--- src/rtl/threebitdowncounter_pkg.sv ---
// ---------------------------------------------------------------------------
// threebitdowncounter_pkg
// Shared definitions for the loadable down-counter:
//   - state_t       : controller states IDLE / RUN / DONE
//   - DEFAULT_WIDTH : default counter width in bits
// ---------------------------------------------------------------------------
package threebitdowncounter_pkg;

    localparam int DEFAULT_WIDTH = 3;

    typedef enum logic [1:0] {
        IDLE = 2'd0,
        RUN  = 2'd1,
        DONE = 2'd2
    } state_t;

endpackage : threebitdowncounter_pkg

--- src/rtl/threebitdowncounter.sv ---
// ---------------------------------------------------------------------------
// threebitdowncounter
// Loadable down-counter with a small IDLE/RUN/DONE controller.
//
// Ports:
//   clk        in   rising-edge clock
//   rst        in   asynchronous, active-low reset
//   ld         in   load data_in (wins over dec)
//   dec        in   decrement request
//   data_in    in   [WIDTH-1:0] load value
//   data_out   out  [WIDTH-1:0] registered count
//   busy       out  high while in RUN
//   done       out  high for the single DONE cycle
//   underflow  out  sticky flag for dec at zero (check build only)
//
// Build option:
//   UNDERFLOW_CHECK_EN  defined   : dec at zero holds the count at 0, sets the
//                                   sticky underflow flag and emits a
//                                   simulation-only warning.
//                       undefined : dec at zero wraps to all-ones and enters
//                                   RUN; underflow is tied low.
// ---------------------------------------------------------------------------
module threebitdowncounter
    import threebitdowncounter_pkg::*;
#(
    parameter int WIDTH = DEFAULT_WIDTH
) (
    input  logic             clk,
    input  logic             rst,
    input  logic             ld,
    input  logic             dec,
    input  logic [WIDTH-1:0] data_in,
    output logic [WIDTH-1:0] data_out,
    output logic             busy,
    output logic             done,
    output logic             underflow
);

    localparam logic [WIDTH-1:0] CNT_ZERO = '0;
    localparam logic [WIDTH-1:0] CNT_ONE  = WIDTH'(1);
    localparam logic [WIDTH-1:0] CNT_MAX  = '1;

    state_t           state_q, state_d;
    logic [WIDTH-1:0] cnt_q, cnt_d;
    logic             busy_q, busy_d;
    logic             done_q, done_d;
    logic             uf_event;

    // A dec at zero only exists when no load overrides it. The count is zero
    // exactly in IDLE and DONE, so this covers both of those states.
    assign uf_event = dec && !ld && (cnt_q == CNT_ZERO);

    // -----------------------------------------------------------------------
    // Next-state / next-count logic
    // -----------------------------------------------------------------------
    always_comb begin
        // DONE always falls back to IDLE unless something below overrides it.
        state_d = (state_q == DONE) ? IDLE : state_q;
        cnt_d   = cnt_q;

        if (ld) begin
            cnt_d   = data_in;
            state_d = (data_in != CNT_ZERO) ? RUN : DONE;
        end else if (uf_event) begin
`ifdef UNDERFLOW_CHECK_EN
            // Count stays at 0; only the flag records the event.
            cnt_d = CNT_ZERO;
`else
            // Wrap-around restarts a full countdown, also from DONE.
            cnt_d   = CNT_MAX;
            state_d = RUN;
`endif
        end else if (dec && (state_q == RUN)) begin
            cnt_d = cnt_q - CNT_ONE;
            if (cnt_q == CNT_ONE) begin
                state_d = DONE;
            end
        end
    end

    // -----------------------------------------------------------------------
    // Output decode (registered alongside the state)
    // -----------------------------------------------------------------------
    always_comb begin
        busy_d = (state_d == RUN);
        done_d = (state_d == DONE);
    end

    // -----------------------------------------------------------------------
    // State / counter register
    // -----------------------------------------------------------------------
    always_ff @(posedge clk or negedge rst) begin
        if (!rst) begin
            state_q <= IDLE;
            cnt_q   <= CNT_ZERO;
            busy_q  <= 1'b0;
            done_q  <= 1'b0;
        end else begin
            state_q <= state_d;
            cnt_q   <= cnt_d;
            busy_q  <= busy_d;
            done_q  <= done_d;
        end
    end

    assign data_out = cnt_q;
    assign busy     = busy_q;
    assign done     = done_q;

`ifdef UNDERFLOW_CHECK_EN
    logic underflow_q, underflow_d;

    // Sticky until reset; a later load does not clear it.
    always_comb begin
        underflow_d = underflow_q | uf_event;
    end

    always_ff @(posedge clk or negedge rst) begin
        if (!rst) begin
            underflow_q <= 1'b0;
        end else begin
            underflow_q <= underflow_d;
        end
    end

    assign underflow = underflow_q;

`ifndef SYNTHESIS
    always @(posedge clk) begin
        if (rst && uf_event) begin
            $warning("%m: Counter Underflow");
        end
    end
`endif
`else
    assign underflow = 1'b0;
`endif

endmodule : threebitdowncounter
--- config.mk ---
export PLATFORM = sky130hd
export DESIGN_NAME = threebitdowncounter
export DESIGN_NICKNAME = d
export VERILOG_FILES = /design/src/rtl/threebitdowncounter_pkg.sv /design/src/rtl/threebitdowncounter.sv
export SDC_FILE = /design/constraint.sdc
export NUM_CORES = 1
export LEC_CHECK = 0
export BUFFER_PORTS_ARGS = -buffer_cell sky130_fd_sc_hd__buf_2
export CAP_MARGIN = 20
export CORE_AREA = 10 10 47 49
export DETAILED_ROUTE_END_ITERATION = 8
export DIE_AREA = 0 0 57 59
export GPL_TIMING_DRIVEN = 1
export MAX_ROUTING_LAYER = met4
export PLACE_DENSITY_LB_ADDON = 0.2
export SKIP_LAST_GASP = 1
export SLEW_MARGIN = 20
export SYNTH_ARGS = -nofsm -noshare
export SYNTH_HDL_FRONTEND = slang
export SYNTH_SLANG_ARGS = --single-unit
--- constraint.sdc ---
create_clock -name clk -period 1.75 [get_ports clk]
set_input_delay 0.2625 -clock clk [delete_from_list [all_inputs] [get_ports clk]]
set_output_delay 0.2625 -clock clk [all_outputs]
set_load 0.01 [all_outputs]
==> impl_metrics.csv <==
group,metric,value,unit
die,die_h,59,um
sta,tns,0,ns
pwr,vdd_drop_max,0.3918,mV
routing,drtAntennaViolNets,0,
pwr,clkPwrFrac,28.4,%
yosys,yosysWarnings,0,
sta,drv_slew,0,
routing,via_per_inst,4.657,
die,start_util,30.27,%
grt,grt-ovfl-total,0,
routing,routedWlPerCell,12.74,um
grt,grtUsageTotal,6.074,%
setup_path,crit_required,1.93,ns
sta,skew,0.005331,ns
pwr,combPwrFrac,31.7,%
yosys,synthAdderAreaFrac,8.850,%
final_layout,drive_gt1_share,35.19,%
sta,max_freq,0.7356,GHz
yosys,synth_top_family_by_area,"simple AND/OR/NAND/NOR gates",
die,dieArea,0.003363,sq mm
setup_path,r2r_slack,0.39,ns
yosys,synth.avg_cell_area,10.88,sq um
grt,antenna_found_initial,0,
final_layout,layout.nets,65,
pwr,leakage,0.0002551,uW
clock_tree,clkSinkCount,7,
clock_tree,clockBufferDepth,2,
setup_path,path_cells,"inv_1, ha_1, and3b_4, nor3_2, mux2i_1",
sta,finalSetupViolCount,0,
yosys,ys_seq_area_share,41.30,%
die,dieWidth,57,um
yosys,synth_cell_types,21,
pwr,switchingPower,171.3,uW
setup_path,worstSetupStartpointType,"register",
final_layout,area_growth,24.48,%
clock_tree,clk_pin_slew,0.06,ns
pwr,p_int,356.1,uW
yosys,synth_compound_area_share,18.88,%
yosys,synthMuxAreaShare,2.360,%
yosys,yosysMostFrequentCell,"dfrtp_1",
sta,finalCriticalPeriod,1.359,ns
setup_path,crit_slowest_cell,"dfrtp_1",
routing,vias,326,
yosys,syn_nets,49,
clock_tree,cts-root-buf,"clkbuf_4",
final_layout,fillCellCount,151,
yosys,synth_xor_area_share,2.065,%
routing,drt_iter0_drc,8,
grt,grt_pass1_vias,351,
die,num_rows,14,
sta,period_share,77.68,%
setup_path,critPathMaxStageDelay,0.38,ns
placed_design,place_ws,0.3871,ns
clock_tree,clock_latency,0.25,ns
clock_tree,cts_max_level,1,
sta,hold_viol,0,
placed_design,portBuffers,11,
routing,drc,0,
yosys,synth_edf_count,0,
die,pin_count,13,
pwr,p_sw_share,32.48,%
routing,drtPass1Iterations,4,
pwr,p_seq_share,39.9,%
pwr,powerDensity,998.8,mW/mm^2
yosys,synth.area.top_cells,"dfrtp_1 41%, ha_1 8.8%, and3b_4 5.9%",
clock_tree,cts_tree,"yes",
sta,grt_setup_unrepaired,"false",
yosys,async_flop_share,100.0,%
routing,drt_wl_total,892,um
placed_design,hpwl,703.1,um
sta,worst_slack,0.3905,ns
yosys,syn-cell-area,424.2,sq um
grt,grt_start_max_net_pins,9,
setup_path,worstPathMaxFanout,4,
grt,grt_first_pass_wirelength,1531,um
yosys,synth_seq_cells,7,
yosys,yosys_most_used_dff,"dfrtp_1",
yosys,yosys.area.top_type_share,41.30,%
yosys,synth.largest_area_cell,"dfrtp_1",
yosys,syn_inst,39,
final_layout,diodes,0,
yosys,synthTopCellsByCount,"7 x dfrtp_1, 3 x a21oi_1, 3 x ha_1, 3 x inv_1",
setup_path,critPathKind,"reg -> reg",
yosys,synth_simple_gate_area_share,21.24,%
run,maxCapViolations,0,
placed_design,place_congestion,0.7170,
clock_tree,cts_buffers,3,
die,coreArea,0.001401,sq mm
setup_path,end_kind,"register",
setup_path,cp.arrival,1.54,ns
outcome,status,"finished clean",
worst_hold_path,worst_hold_path_type,"in -> reg",
through the flow:
step                      total power [uW]  instance area, sq um  utilization, %  hold WS [ns]  std cells
final                                527.4                 528.0           37.68        0.3096         70
after CTS                            537.8                 528.0           37.68        0.3009         70
after global routing                 572.5                 528.0           37.68        0.3103         70
after global placement               383.3                 491.7           35.09        0.1116         65
after floorplan                      325.8                 424.2               -      -0.03309         39
after detailed placement             382.4                 491.7           35.09        0.1128         65
sequential cells by signal (all words and copies together) (netlist names):
name      cells
data_out      3
state_q       2
busy          1
done          1
cell families after synthesis:
| family | after synthesis |
|---|---|
| multiplexers | 1 |
| AND/OR/NAND/NOR | 12 |
| XOR/XNOR | 1 |
| flip-flops | 7 |
| AO/OA/AOI/OAI | 10 |
| buffers and inverters | 4 |
| adder cells (fa/ha/maj) | 3 |
| other | 1 |
cell usage in the layout (no fill, tap or decap):
cell type and count:
a211oi_1 1, a211oi_4 1, a21o_1 2, a21oi_1 3, and3b_4 2, buf_2 11, clkbuf_1 1, clkbuf_4 3
conb_1 1, dfrtp_1 7, dlygate4sd3_1 1, ha_1 3, inv_1 3, mux2i_1 1, nand2_1 1, nand2b_1 2
nand4b_1 1, nor2_1 2, nor2b_1 2, nor3_2 2, o21ai_0 1, o2bb2ai_1 1, o31a_1 1, xnor2_1 1
routing by layer:
| layer | vias to the layer above | global-route usage, % | routed length [um] |
|---|---|---|---|
| li1 | 163 | - | - |
| met1 | 147 | 5.904 | 391 |
| met2 | 16 | 9.457 | 410 |
| met3 | 0 | 4.936 | 89 |
| met4 | 0 | 1.007 | 0 |
| met5 | - | - | 0 |
final cells by class:
cell class | count | area, sq um | area share, %
Multi-Input combinational cell | 28 | 230.2 | 43.60
Sequential cell | 7 | 175.2 | 33.18
Timing Repair Buffer | 12 | 65.06 | 12.32
Clock buffer | 4 | 26.28 | 4.976
Tap cell | 16 | 20.02 | 3.791
Inverter | 3 | 11.26 | 2.133
critical path: cells and delay by family (launching register included):
family,cells,cell delay [ns]
buffers and inverters,1,0.09
multiplexers,1,0.20
flip-flops,1,0.38
AND/OR/NAND/NOR,2,0.42
adder cells (fa/ha/maj),1,0.19
power groups by stage:
stage               sequential (uW)  clock, uW  combinational, uW
finish                          210        150                167
global route                    215        168                190
CTS                             211        156                171
detailed placement              213          0                169
global placement                213          0                170
floorplan                       223          0                103
final timing paths:
| path | from | to | cells after the start |
|---|---|---|---|
| min in group asynchronous | rst | done | 2 |
| setup reg to reg | data_out[0] | data_out[1] | 5 |
| max in group asynchronous | rst | data_out[2] | 2 |
| setup / recovery | data_out[0] | data_out[1] | 5 |
| hold reg to reg | data_out[0] | data_out[0] | 1 |
| hold / removal | data_in[1] | state_q[0] | 3 |
repair_timing:
action                    CTS  global route
setup buffers               0             0
gates resized for setup     0             0
hold endpoints to repair    7             0
hold buffers                1             0
No activity file was read; power rests on OpenSTA's default activity.
